==> src/rtl/data_status_pkg.sv <==
// Shared types and helpers for the data/status shift-register family.
// Holds the parallel-in/serial-out FSM state encoding and the width
// derivation for the word-count field.
package data_status_pkg;

  typedef enum logic {
    IDLE  = 1'b0,
    SHIFT = 1'b1
  } piso_state_e;

  // Width needed to hold a count in the range 0..depth inclusive.
  function automatic int cnt_width(input int depth);
    return $clog2(depth + 1);
  endfunction

endpackage

==> src/rtl/data_status_piso_ctrl.sv <==
// Control path for the parallel-in/serial-out register. It owns the
// IDLE/SHIFT FSM, the remaining-word counter, the load handshake and
// the last-word marker. It also produces the load and shift enables
// that steer the slot registers in the top level.
module data_status_piso_ctrl
  import data_status_pkg::*;
#(
  parameter int DEPTH = 4,
  parameter int CNT_W = 3
) (
  input  logic             clk,
  input  logic             rst,
  input  logic             load_valid_i,
  input  logic             ready_i,
  input  logic [CNT_W-1:0] count_i,
  output logic             load_ready_o,
  output logic             valid_o,
  output logic             last_o,
  output logic             load_en_o,
  output logic             shift_en_o
);

  piso_state_e      state;
  logic [CNT_W-1:0] remaining;
  logic [CNT_W-1:0] count_eff;
  logic             count_nz;
  logic             beat;
  logic             load_fire;

  // A requested count larger than the slot count cannot be honoured,
  // so it is clamped to DEPTH.
  assign count_eff    = (count_i > CNT_W'(DEPTH)) ? CNT_W'(DEPTH) : count_i;
  assign count_nz     = (count_eff != '0);
  assign beat         = valid_o & ready_i;
  // Accepting a load while the final word leaves gives back-to-back
  // vectors with no idle cycle between them.
  assign load_ready_o = (state == IDLE) | (beat & last_o);
  assign load_fire    = load_valid_i & load_ready_o;
  assign load_en_o    = load_fire & count_nz;
  assign shift_en_o   = beat & ~load_en_o;

  // FSM, remaining counter and registered valid/last outputs.
  always_ff @(posedge clk or posedge rst) begin
    if (rst) begin
      state     <= IDLE;
      remaining <= '0;
      valid_o   <= 1'b0;
      last_o    <= 1'b0;
    end else if (load_fire) begin
      if (count_nz) begin
        state     <= SHIFT;
        remaining <= count_eff;
        valid_o   <= 1'b1;
        last_o    <= (count_eff == CNT_W'(1));
      end else begin
        state     <= IDLE;
        remaining <= '0;
        valid_o   <= 1'b0;
        last_o    <= 1'b0;
      end
    end else if (beat) begin
      if (remaining <= CNT_W'(1)) begin
        state     <= IDLE;
        remaining <= '0;
        valid_o   <= 1'b0;
        last_o    <= 1'b0;
      end else begin
        remaining <= remaining - CNT_W'(1);
        last_o    <= (remaining == CNT_W'(2));
      end
    end
  end

endmodule

==> src/rtl/data_status_piso_reg.sv <==
// Parallel-in, serial-out data/status register. A whole vector of
// DEPTH words plus per-word status is captured in one load handshake
// and then emitted one word per accepted beat, slot 0 first, with a
// last-word marker and full backpressure.
// Optional feature macro: DATA_STATUS_PISO_REG_COUNT_EN adds the
// load_count_i port. Without it every vector emits exactly DEPTH words.
module data_status_piso_reg
  import data_status_pkg::*;
#(
  parameter  int DATA_W   = 32,
  parameter  int STATUS_W = 1,
  parameter  int DEPTH    = 4,
  localparam int CNT_W    = cnt_width(DEPTH)
) (
  input  logic                      clk,
  input  logic                      rst,
  input  logic                      load_valid_i,
  output logic                      load_ready_o,
  input  logic [DEPTH*DATA_W-1:0]   load_data_i,
  input  logic [DEPTH*STATUS_W-1:0] load_status_i,
`ifdef DATA_STATUS_PISO_REG_COUNT_EN
  input  logic [CNT_W-1:0]          load_count_i,
`endif
  output logic [DATA_W-1:0]         data_o,
  output logic [STATUS_W-1:0]       status_o,
  output logic                      valid_o,
  input  logic                      ready_i,
  output logic                      last_o
);

  logic [DATA_W-1:0]   data_q   [DEPTH];
  logic [STATUS_W-1:0] status_q [DEPTH];
  logic [CNT_W-1:0]    count;
  logic                load_en;
  logic                shift_en;

`ifdef DATA_STATUS_PISO_REG_COUNT_EN
  assign count = load_count_i;
`else
  assign count = CNT_W'(DEPTH);
`endif

  data_status_piso_ctrl #(
    .DEPTH (DEPTH),
    .CNT_W (CNT_W)
  ) u_ctrl (
    .clk          (clk),
    .rst          (rst),
    .load_valid_i (load_valid_i),
    .ready_i      (ready_i),
    .count_i      (count),
    .load_ready_o (load_ready_o),
    .valid_o      (valid_o),
    .last_o       (last_o),
    .load_en_o    (load_en),
    .shift_en_o   (shift_en)
  );

  // Data slots are not reset; the top slot keeps stale data on a shift
  // because it is never presented again before the next load.
  always_ff @(posedge clk) begin
    if (load_en) begin
      for (int i = 0; i < DEPTH; i++) begin
        data_q[i] <= load_data_i[i*DATA_W +: DATA_W];
      end
    end else if (shift_en) begin
      for (int i = 0; i < DEPTH - 1; i++) begin
        data_q[i] <= data_q[i+1];
      end
    end
  end

  // Status slots are reset and the top slot refills with zero on a shift.
  always_ff @(posedge clk or posedge rst) begin
    if (rst) begin
      for (int i = 0; i < DEPTH; i++) begin
        status_q[i] <= '0;
      end
    end else if (load_en) begin
      for (int i = 0; i < DEPTH; i++) begin
        status_q[i] <= load_status_i[i*STATUS_W +: STATUS_W];
      end
    end else if (shift_en) begin
      for (int i = 0; i < DEPTH - 1; i++) begin
        status_q[i] <= status_q[i+1];
      end
      status_q[DEPTH-1] <= '0;
    end
  end

  assign data_o   = data_q[0];
  assign status_o = status_q[0];

endmodule

==> config.mk <==
export PLATFORM = sky130hd
export DESIGN_NAME = data_status_piso_reg
export DESIGN_NICKNAME = d
export VERILOG_FILES = /design/src/rtl/data_status_pkg.sv /design/src/rtl/data_status_piso_ctrl.sv /design/src/rtl/data_status_piso_reg.sv
export SDC_FILE = /design/constraint.sdc
export NUM_CORES = 1
export LEC_CHECK = 0
export ABC_AREA = 1
export BUFFER_PORTS_ARGS = -buffer_cell sky130_fd_sc_hd__buf_2
export CAP_MARGIN = 5
export CORE_ASPECT_RATIO = 0.5
export CORE_MARGIN = 5
export CORE_UTILIZATION = 52
export CTS_CLUSTER_DIAMETER = 60
export DETAILED_ROUTE_END_ITERATION = 12
export GPL_ROUTABILITY_DRIVEN = 0
export GPL_TIMING_DRIVEN = 1
export PLACE_DENSITY = 0.8
export SYNTH_ARGS = -nofsm -noshare
export SYNTH_HDL_FRONTEND = slang
export SYNTH_SLANG_ARGS = --single-unit
==> constraint.sdc <==
create_clock -name clk -period 4.16 [get_ports clk]
set_input_delay 0.416 -clock clk [delete_from_list [all_inputs] [get_ports clk]]
set_output_delay 0.416 -clock clk [all_outputs]
set_load 0.01 [all_outputs]
==> results_dict.tcl <==
set metrics [dict create \
    status "completed" \
    synthSimpleGateAreaFrac_pct 23.3 \
    netlist_area_sq_um 5960 \
    grt_max_degree 108 \
    synth_common_cells "nand2_1 (211), edfxtp_1 (128), nand3_1 (107)" \
    synth_fp_nets 684 \
    avgSynthCellArea_sq_um 10.9 \
    antenna_found_initial 0 \
    dieArea_sq_um 13800 \
    dr.pass1.iters 4 \
    synth_most_common_cell "nand2_1" \
    synth-seq-cells 137 \
    clock-sinks 137 \
    end_kind "flip-flop" \
    place.detailed.hpwl_um 8130 \
    routed_via_density 4.92 \
    fp.coreArea_sq_um 11100 \
    clk_path_buf_depth 2 \
    cts-htree-levels 4 \
    total_power_mw 4.80 \
    wire_per_inst_um 15.1 \
    cp-start-kind "flip-flop" \
    drt_iter0_drc 313 \
    max_freq_mhz 436 \
    drc_errors 0 \
    cts.clk_slew.worst_paths_ns 0.06 \
    finalSetupTns_ns 0 \
    num_rows 27 \
    synth.area.mux_share_pct 0 \
    vdd_drop_max_v 0.000356 \
    n_fill_cell 864 \
    yosys_warnings 0 \
    overflow 0 \
    min_path_cells 1 \
    seq_area_sq_um 4070 \
    hold_start "load_data_i[127]" \
    slew_viol_final 0 \
    root_buffer "clkbuf_16" \
    io_pins 172 \
    min_delay_worst_endpoint "data_q[0][127]$_DFFE_PP_" \
    skew_ns 0.0133 \
    nets 814 \
    max_cap_viol_count 0 \
    worst-r2r-cell-count 4 \
    synth_ff_type "edfxtp_1" \
    die_x_um 161 \
    n_antenna_cell 0 \
    grt_pass1_wl_um 20100 \
    crit_chain "nand2_2, clkinv_2, nor2_2, inv_4" \
    async_reset_ff_share_pct 6.57 \
    synthTopCellsByArea "edfxtp_1 (64%), nand2_1 (13%), nand3_1 (9.0%)" \
    r2r_end "data_q[0][7]$_DFFE_PP_" \
    synth_top_area_share_pct 64.5 \
    cp.arrival_ns 2.30 \
    synth_compound_area_share_pct 0.168 \
    multi_input_area_sq_um 1440 \
    track_usage_pct 18.3 \
    worstMarginPinSlew_ns 1.17 \
    area.growth.synth_to_final_pct 20.2 \
    finalHoldViolCount 0 \
    synth_edf_count 128 \
    slew_headroom_pct 22.1 \
    wl_um 12600 \
    synth_top_area_cell "edfxtp_1" \
    cpPeakStageDelay_ns 0.84 \
    crit_family "buffers and inverters" \
    seq_area_frac_synth_pct 68.2 \
    post_cts_resized 0 \
    worstPathMaxFanout 96 \
    reg2reg_from "u_ctrl.valid_o$_DFFE_PP0P_" \
    required_ns 4.17 \
    rsz0062_at_grt "false" \
    cts_tree "done" \
    cp_slowest_cell "inv_4" \
    vias 4102 \
    cts_inserted_buffers 17 \
    critPathBufInv 2 \
    start_util_pct 53.7 \
    criticalPathCategory "flip-flop to flip-flop" \
    power.leakage_nw 3.32 \
    synth-adder-area-share_pct 0.629 \
    period_needed_ns 2.29 \
    portBuffers 171 \
    clock_latency_ns 0.40 \
    utilization_pct 64.5 \
    setup_viol 0 \
    syn_inst 545 \
    drive_gt1_share_pct 30.4 \
    ant_nets 0 \
    die-height_um 85.7 \
    r2r_setup_slack_ns 1.87 \
    hold_path_class "input pin to flip-flop" \
    period_share_pct 55.2 \
    grt_pass1_vias 4150 \
    pwr_density_cell_nw_per_um2 670 \
    synth_top_family_by_area "simple AND/OR/NAND/NOR gates" \
    synthXorXnorAreaFrac_pct 0 \
    synth.distinct_cells 19 \
]
[logic make-up (layout without fill, tap and decap cells)]
logic type / Yosys count / count (layout)
buffers and inverters: 75 / 218
AO/OA/AOI/OAI: 2 / 2
adder cells (fa/ha/maj): 3 / 3
AND/OR/NAND/NOR: 328 / 328
flip-flops: 137 / 137
[worst max-delay path by stage]
stage	start	to	slack (ns)	cells after the start
finish	u_ctrl.valid_o$_DFFE_PP0P_	data_q[0][7]$_DFFE_PP_	1.87	4
global placement	ready_i	data_q[0][13]$_DFFE_PP_	1.86	5
global route	u_ctrl.valid_o$_DFFE_PP0P_	data_q[0][40]$_DFFE_PP_	1.70	4
CTS	u_ctrl.valid_o$_DFFE_PP0P_	data_q[0][10]$_DFFE_PP_	1.84	4
detailed placement	ready_i	data_q[0][12]$_DFFE_PP_	1.76	5
floorplan	ready_i	data_q[0][0]$_DFFE_PP_	0.27	6
[flip-flops by register name (all words and copies together) (netlist names)]
name and cells:
u_ctrl.remaining 3, u_ctrl.last_o 1, status_q 3, data_q 128, u_ctrl.valid_o 1, status_o 1
[area by class of cell]
cell class	instances	area share (%)
clock inverter	11	1.12
inverter	11	0.628
timing repair buffer	175	12.4
tap	145	2.53
clock buffer	21	6.42
sequential	137	56.8
multi-input combinational	333	20.1
[layout by cell type, fill, tap and decap left out, drive strengths merged, types with 3 or more instances in the layout]
cell and count:
ha 3, edfxtp 128, inv 10, buf 174
clkinv 10, clkbuf 21, nand2 215, nand4 3
nand3 107, nor2 3, dfrtp 9
[routing by layer]
layer | global-route usage [%] | vias up | routed length (um)
met5 | 0 | - | 0
met4 | 5.57 | 0 | 116
met3 | 3.98 | 13 | 647
met2 | 30.9 | 123 | 6290
met1 | 24.2 | 1880 | 5530
li1 | - | 2086 | -
[through the flow]
step | hold WS, ns | cell area [sq um] | setup WS, ns | instances
4_1_cts | 0.174 | 7170 | 1.84 | 833
3_3_place_gp | 0.395 | 6620 | 1.86 | 800
2_1_floorplan | 0.244 | 5960 | 0.268 | 545
3_5_place_dp | 0.389 | 6620 | 1.76 | 800
5_1_grt | 0.168 | 7170 | 1.70 | 833
6_report | 0.188 | 7170 | 1.87 | 833
[what timing repair did]
action                                 CTS  global route
setup buffers                            0             0
hold buffers                             1             0
endpoints found under the hold margin    9             0
[power by group]
group	internal, mW	switching, mW
sequential	2.13	0.140
combinational	0.352	0.807
clock	0.842	0.530
No activity file was read; power rests on OpenSTA's default activity.
